`src/rtl/cordic_arbiter.sv`:
```
// Round-robin front end that lets NUM_REQ requesters share one in-order CORDIC core.
// Issue and return paths are combinational; a tag FIFO routes each result back to its requester.
module cordic_arbiter #(
    parameter int NUM_REQ   = 4,
    parameter int XY_W      = 16,
    parameter int ANGLE_W   = 32,
    parameter int TAG_DEPTH = 8
) (
    input  logic                         clk,
    input  logic                         rst,
    input  logic [NUM_REQ-1:0]           req_valid,
    output logic [NUM_REQ-1:0]           req_ready,
    input  logic [NUM_REQ*XY_W-1:0]      req_x,
    input  logic [NUM_REQ*XY_W-1:0]      req_y,
    input  logic [NUM_REQ*ANGLE_W-1:0]   req_z,
    output logic                         core_in_valid,
    input  logic                         core_in_ready,
    output logic [XY_W-1:0]              core_x_in,
    output logic [XY_W-1:0]              core_y_in,
    output logic [ANGLE_W-1:0]           core_z_in,
    input  logic                         core_out_valid,
    output logic                         core_out_ready,
    input  logic [XY_W-1:0]              core_cos,
    input  logic [XY_W-1:0]              core_sin,
    input  logic [XY_W-1:0]              core_mag,
    input  logic [ANGLE_W-1:0]           core_theta,
    output logic [NUM_REQ-1:0]           rsp_valid,
    input  logic [NUM_REQ-1:0]           rsp_ready,
    output logic [XY_W-1:0]              rsp_cos,
    output logic [XY_W-1:0]              rsp_sin,
    output logic [XY_W-1:0]              rsp_mag,
    output logic [ANGLE_W-1:0]           rsp_theta,
    output logic [$clog2(TAG_DEPTH):0]   outstanding,
    output logic                         err_orphan
);
    localparam int IDX_W = $clog2(NUM_REQ);
    localparam int PTR_W = $clog2(TAG_DEPTH);
    localparam int CNT_W = PTR_W + 1;

    logic [IDX_W-1:0]   rr_ptr_q, rr_ptr_d;
    logic               lock_q, lock_d;
    logic [IDX_W-1:0]   lock_idx_q, lock_idx_d;
    logic [PTR_W-1:0]   wr_ptr_q, wr_ptr_d;
    logic [PTR_W-1:0]   rd_ptr_q, rd_ptr_d;
    logic [CNT_W-1:0]   count_q, count_d;
    logic               err_q, err_d;
    logic [IDX_W-1:0]   tag_mem [TAG_DEPTH];

    logic [IDX_W-1:0]   cand [NUM_REQ];
    logic [XY_W-1:0]    x_arr [NUM_REQ];
    logic [XY_W-1:0]    y_arr [NUM_REQ];
    logic [ANGLE_W-1:0] z_arr [NUM_REQ];
    logic [IDX_W-1:0]   arb_idx;
    logic               arb_found;
    logic [IDX_W-1:0]   grant;
    logic [IDX_W-1:0]   head;
    logic               full, empty, in_hs, pop, orphan;

    // cand[i] is the i-th index in round-robin search order starting at rr_ptr_q
    genvar gi;
    generate
        for (gi = 0; gi < NUM_REQ; gi++) begin : g_req
            assign cand[gi]      = IDX_W'((int'(rr_ptr_q) + gi) % NUM_REQ);
            assign x_arr[gi]     = req_x[gi*XY_W +: XY_W];
            assign y_arr[gi]     = req_y[gi*XY_W +: XY_W];
            assign z_arr[gi]     = req_z[gi*ANGLE_W +: ANGLE_W];
            assign req_ready[gi] = in_hs && (grant == IDX_W'(gi));
            assign rsp_valid[gi] = !rst && core_out_valid && !empty && (head == IDX_W'(gi));
        end
    endgenerate

    always_comb begin
        arb_idx   = rr_ptr_q;
        arb_found = 1'b0;
        for (int i = 0; i < NUM_REQ; i++) begin
            if (!arb_found && req_valid[cand[i]]) begin
                arb_found = 1'b1;
                arb_idx   = cand[i];
            end
        end
    end

    // A stalled offer keeps its grant so a later, higher-priority request cannot steal it
    assign grant          = lock_q ? lock_idx_q : arb_idx;
    assign full           = (count_q == CNT_W'(TAG_DEPTH));
    assign empty          = (count_q == '0);
    assign core_in_valid  = !rst && (|req_valid) && !full;
    assign in_hs          = core_in_valid && core_in_ready;
    assign core_x_in      = x_arr[grant];
    assign core_y_in      = y_arr[grant];
    assign core_z_in      = z_arr[grant];

    assign head           = tag_mem[rd_ptr_q];
    assign core_out_ready = !rst && (empty || rsp_ready[head]);
    assign pop            = core_out_valid && core_out_ready && !empty;
    assign orphan         = !rst && core_out_valid && empty;

    assign rsp_cos        = core_cos;
    assign rsp_sin        = core_sin;
    assign rsp_mag        = core_mag;
    assign rsp_theta      = core_theta;
    assign outstanding    = count_q;
    assign err_orphan     = err_q;

    always_comb begin
        rr_ptr_d   = rr_ptr_q;
        lock_d     = lock_q;
        lock_idx_d = lock_idx_q;
        wr_ptr_d   = wr_ptr_q;
        rd_ptr_d   = rd_ptr_q;
        count_d    = count_q;
        err_d      = err_q;
        if (in_hs) begin
            lock_d   = 1'b0;
            rr_ptr_d = (grant == IDX_W'(NUM_REQ - 1)) ? '0 : grant + 1'b1;
            wr_ptr_d = wr_ptr_q + 1'b1;
        end else if (core_in_valid) begin
            lock_d     = 1'b1;
            lock_idx_d = grant;
        end
        if (pop) begin
            rd_ptr_d = rd_ptr_q + 1'b1;
        end
        case ({in_hs, pop})
            2'b10:   count_d = count_q + 1'b1;
            2'b01:   count_d = count_q - 1'b1;
            default: count_d = count_q;
        endcase
        if (orphan) begin
            err_d = 1'b1;
        end
    end

    always_ff @(posedge clk or posedge rst) begin
        if (rst) begin
            rr_ptr_q   <= '0;
            lock_q     <= 1'b0;
            lock_idx_q <= '0;
            wr_ptr_q   <= '0;
            rd_ptr_q   <= '0;
            count_q    <= '0;
            err_q      <= 1'b0;
        end else begin
            rr_ptr_q   <= rr_ptr_d;
            lock_q     <= lock_d;
            lock_idx_q <= lock_idx_d;
            wr_ptr_q   <= wr_ptr_d;
            rd_ptr_q   <= rd_ptr_d;
            count_q    <= count_d;
            err_q      <= err_d;
        end
    end

    // Tag storage needs no reset: entries are only read between push and pop
    always_ff @(posedge clk) begin
        if (in_hs) begin
            tag_mem[wr_ptr_q] <= grant;
        end
    end
endmodule

```
`config.mk`:
```
export PLATFORM = sky130hd
export DESIGN_NAME = cordic_arbiter
export DESIGN_NICKNAME = d
export VERILOG_FILES = /design/src/rtl/cordic_arbiter.sv
export SDC_FILE = /design/constraint.sdc
export NUM_CORES = 1
export LEC_CHECK = 0
export ABC_AREA = 1
export CORE_AREA = 8 8 191 193
export DETAILED_ROUTE_END_ITERATION = 7
export DIE_AREA = 0 0 199 201
export PLACE_DENSITY = 0.48
export SLEW_MARGIN = 20
export SYNTH_ARGS = -nofsm -noshare
export SYNTH_HDL_FRONTEND = slang
export SYNTH_SLANG_ARGS = --single-unit
export TNS_END_PERCENT = 30
```
`constraint.sdc`:
```
create_clock -name clk -period 6.62 [get_ports clk]
set_clock_uncertainty 0.1 [all_clocks]
set_input_delay 1.986 -clock clk [delete_from_list [all_inputs] [get_ports clk]]
set_output_delay 1.986 -clock clk [all_outputs]
set_load 0.005 [all_outputs]
```
==> results.ini <==
[status]
status=complete, no violations

[critical_path]
worst_setup_path_start_kind=input port
critPathArrivalTime_ps=4130
slowest_stage=clkdlybuf4s50_1
crit_type=in2out
crit_path_cell_trace=dlymetal6s2s_1 -> nand2_2 -> nand3_1 -> nand2_2 -> nand2_1 -> nand2_1 -> nand2_1 -> nand2_1 -> nand2_2 -> nand2_4 -> nand2_8 -> buf_12 -> buf_4 -> nand2_1 -> nand3_1 -> nand2_1 -> clkdlybuf4s50_1
max_stage_delay_ps=520
cp-end-kind=primary output
cp_max_fo=20
cp.required_ps=4530
crit_top_cell=nand2_1

[power_and_ir_drop]
peakVddDrop_mv=0.329
total_power_mw=4.90
p_leak_nw=5.21
power.density_nw_per_um2=509

[placed_design]
gp_congestion=0.828
dpl.hpwl_mm=23.9
port_buffers=346
placed_area_um2=9320

[clock_tree]
cts_buffer_depth=2
ctsHoldBuffers=0
clock-root-buffer=clkbuf_16
cts_max_level=2
cts_buffers=5
clkSinkCount=32
cts_tree=built
worstSkewPairLatency_ps=270
clk_pin_slew_ps=50

[timing]
fin_crit_ps=6220
hold_viol_final=0
hold_ws_ps=360
worst_slew_pin_slew_ps=557
rsz0062_at_grt=false
period_share_pct=93.9
timing.slew.headroom_pct=62.9
finalSetupTns_ps=0
fmax_ghz=0.161
setup_viol=0
maxSlewViolCount=0

[layout]
nets=1704
multi_input_area_um2=2980
drive_gt1_share_pct=5.05
fin_area_um2=9620
area_growth_pct=64.4
num-fill-cells=3782
regArea_um2=881

[floorplan]
start_util_pct=17.6
dieArea_um2=40000
core_area_um2=33300
die_x_um=199
row_count=67
ios=507
die_h_um=201

[synthesis]
synth-seq-cells=32
yosysTopAreaCell=nand3_1
yosys_warnings=0
synth_nets=1450
synth.distinct_cells=31
synth.avg_cell_area_um2=5.36
seq_area_frac_synth_pct=15.1
synthCells=1092
yosysTopAreaCellShare_pct=23.0
netlist_area_um2=5850
synthTopCellsByArea=nand3_1 23%, nand2_1 19%, inv_1 18%

[drt]
wl_per_cell_um=16.1
vias=7208
drt-initial-drc-count=281
postRouteAntennaNets=0
vias_per_cell=4.01
routed_wirelength_mm=28.9
drcViolationCount=0
firstDrtPassIters=4

[global_routing]
grt.overflow.total=0
grt_first_pass_wirelength_mm=43.2
antenna_found_initial=3
grtUsageTotal_pct=13.6
grt_max_degree=49
grt_pass1_vias=7447

[min_path]
hold_class=reg2reg

[run]
cap_viol_max_count=0

[cell families (layout without fill, tap and decap cells)]
family / after synthesis / count (layout) / synth area share (%)
simple gates: 594 / 594 / 44.3
fa+ha+maj: 10 / 10 / 2.27
xor+xnor: 5 / 5 / 0.749
other cells: 0 / 1 / 0
compound gates: 24 / 24 / 2.46
buf+inv: 427 / 682 / 35.1
flops: 32 / 32 / 15.1
[metrics by stage]
step | utilization [%] | worst slack (ps) | std cells
after floorplan | - | 1100 | 1092
after global placement | 28.0 | -53.5 | 1779
after detailed placement | 28.0 | -45.0 | 1779
after CTS | 28.4 | 6.95 | 1787
after global routing | 28.9 | 175 | 1796
final | 28.9 | 401 | 1796
[layout by cell type, fill, tap and decap left out]
cell / instances
nor3_1: 4
buf_12: 12
diode_2: 1
a21oi_4: 1
xor2_1: 4
or2_4: 1
a31o_2: 1
nor2_1: 20
o211ai_1: 2
clkbuf_1: 1
a22o_1: 2
a31oi_1: 1
nand3_2: 4
buf_4: 25
nand2_2: 7
clkinv_1: 3
nand2_8: 1
a211oi_1: 1
nor2_2: 1
dfrtp_1: 16
inv_2: 4
o21ai_0: 10
nand3_1: 266
inv_1: 283
or2_2: 1
xnor2_1: 1
edfxtp_1: 16
clkbuf_16: 7
nand2_1: 285
dlymetal6s2s_1: 8
ha_1: 9
nand2_4: 2
buf_6: 1
nand4_1: 2
clkdlybuf4s50_1: 338
fa_1: 1
o21ai_1: 2
a21oi_1: 4
[routing by layer]
metal  vias up  global-route usage (%)  wire length (um)
met1      3187                    15.4             11300
met3        18                    6.40              3220
li1       3693                       -                 -
met5         -                   0.893                62
met4         6                    1.80               271
met2       304                    23.5             14000
[flip-flops by register name, indices dropped and copies added (netlist names)]
register	cells
rd_ptr_q	3
wr_ptr_q	3
lock_idx_q	2
err_orphan	1
rr_ptr_q	2
lock_q	1
outstanding	4
tag_mem	16
[cell type report]
cell class | instances | share of cell area (%)
clock buffer | 6 | 1.34
clock inverter | 2 | 0.0781
sequential | 32 | 9.16
inverter | 288 | 11.2
multi-input combinational | 633 | 31.0
timing repair buffer | 386 | 41.3
tap | 448 | 5.83
antenna | 1 | 0.0260
[worst paths after layout]
check | from | endpoint | slack (ps) | cells after the start
worst max register to register | rd_ptr_q[0] | outstanding[3] | 3210 | 20
max in group asynchronous | rst | wr_ptr_q[2] | 4230 | 3
worst min register to register | err_orphan | err_orphan | 360 | 1
min in group asynchronous | rst | rd_ptr_q[2] | 1990 | 3
worst min-delay path | err_orphan | err_orphan | 360 | 1
worst max-delay path | req_valid[3] | core_x_in[0] | 400 | 17
[critical path, delay by kind of cell]
family / cells / cell delay (ps)
AND/OR/NAND/NOR: 13 / 1060
buffers and inverters: 4 / 1040
[synthesized netlist by cell type]
cell type  count
nor3_1         4
nand4_1        2
nand3_2        1
nor2_1        21
o211ai_1       2
a211oi_1       1
fa_1           1
xnor2_1        1
buf_2         26
dfrtp_1       16
nand2_2        2
inv_1        283
a31oi_1        1
inv_2          4
edfxtp_1      16
clkinv_1       1
a21oi_1        4
clkbuf_1      14
a21oi_2        1
nand2_1      293
o21ai_1        2
xor2_1         4
o21ai_0       10
nand3_1      269
buf_1          1
ha_1           9
or2_2          2
buf_4         84
buf_6         14
a31o_2         1
a22o_1         2
[power breakdown]
| group | switching (mW) | total (mW) | leakage [nW] | internal [mW] |
|---|---|---|---|---|
| registers | 0.0674 | 0.361 | 0.340 | 0.294 |
| logic | 2.24 | 4.32 | 4.80 | 2.09 |
| clock network | 0.0743 | 0.211 | 0.0659 | 0.136 |
[repair_timing]
action / CTS / global route
buffers inserted: 0 / 6
cloned: 0 / 2
pin swaps: 0 / 5
setup endpoints to repair: 4 / 68
gates resized for setup: 1 / 20
Power figures use the tool's default switching activity.
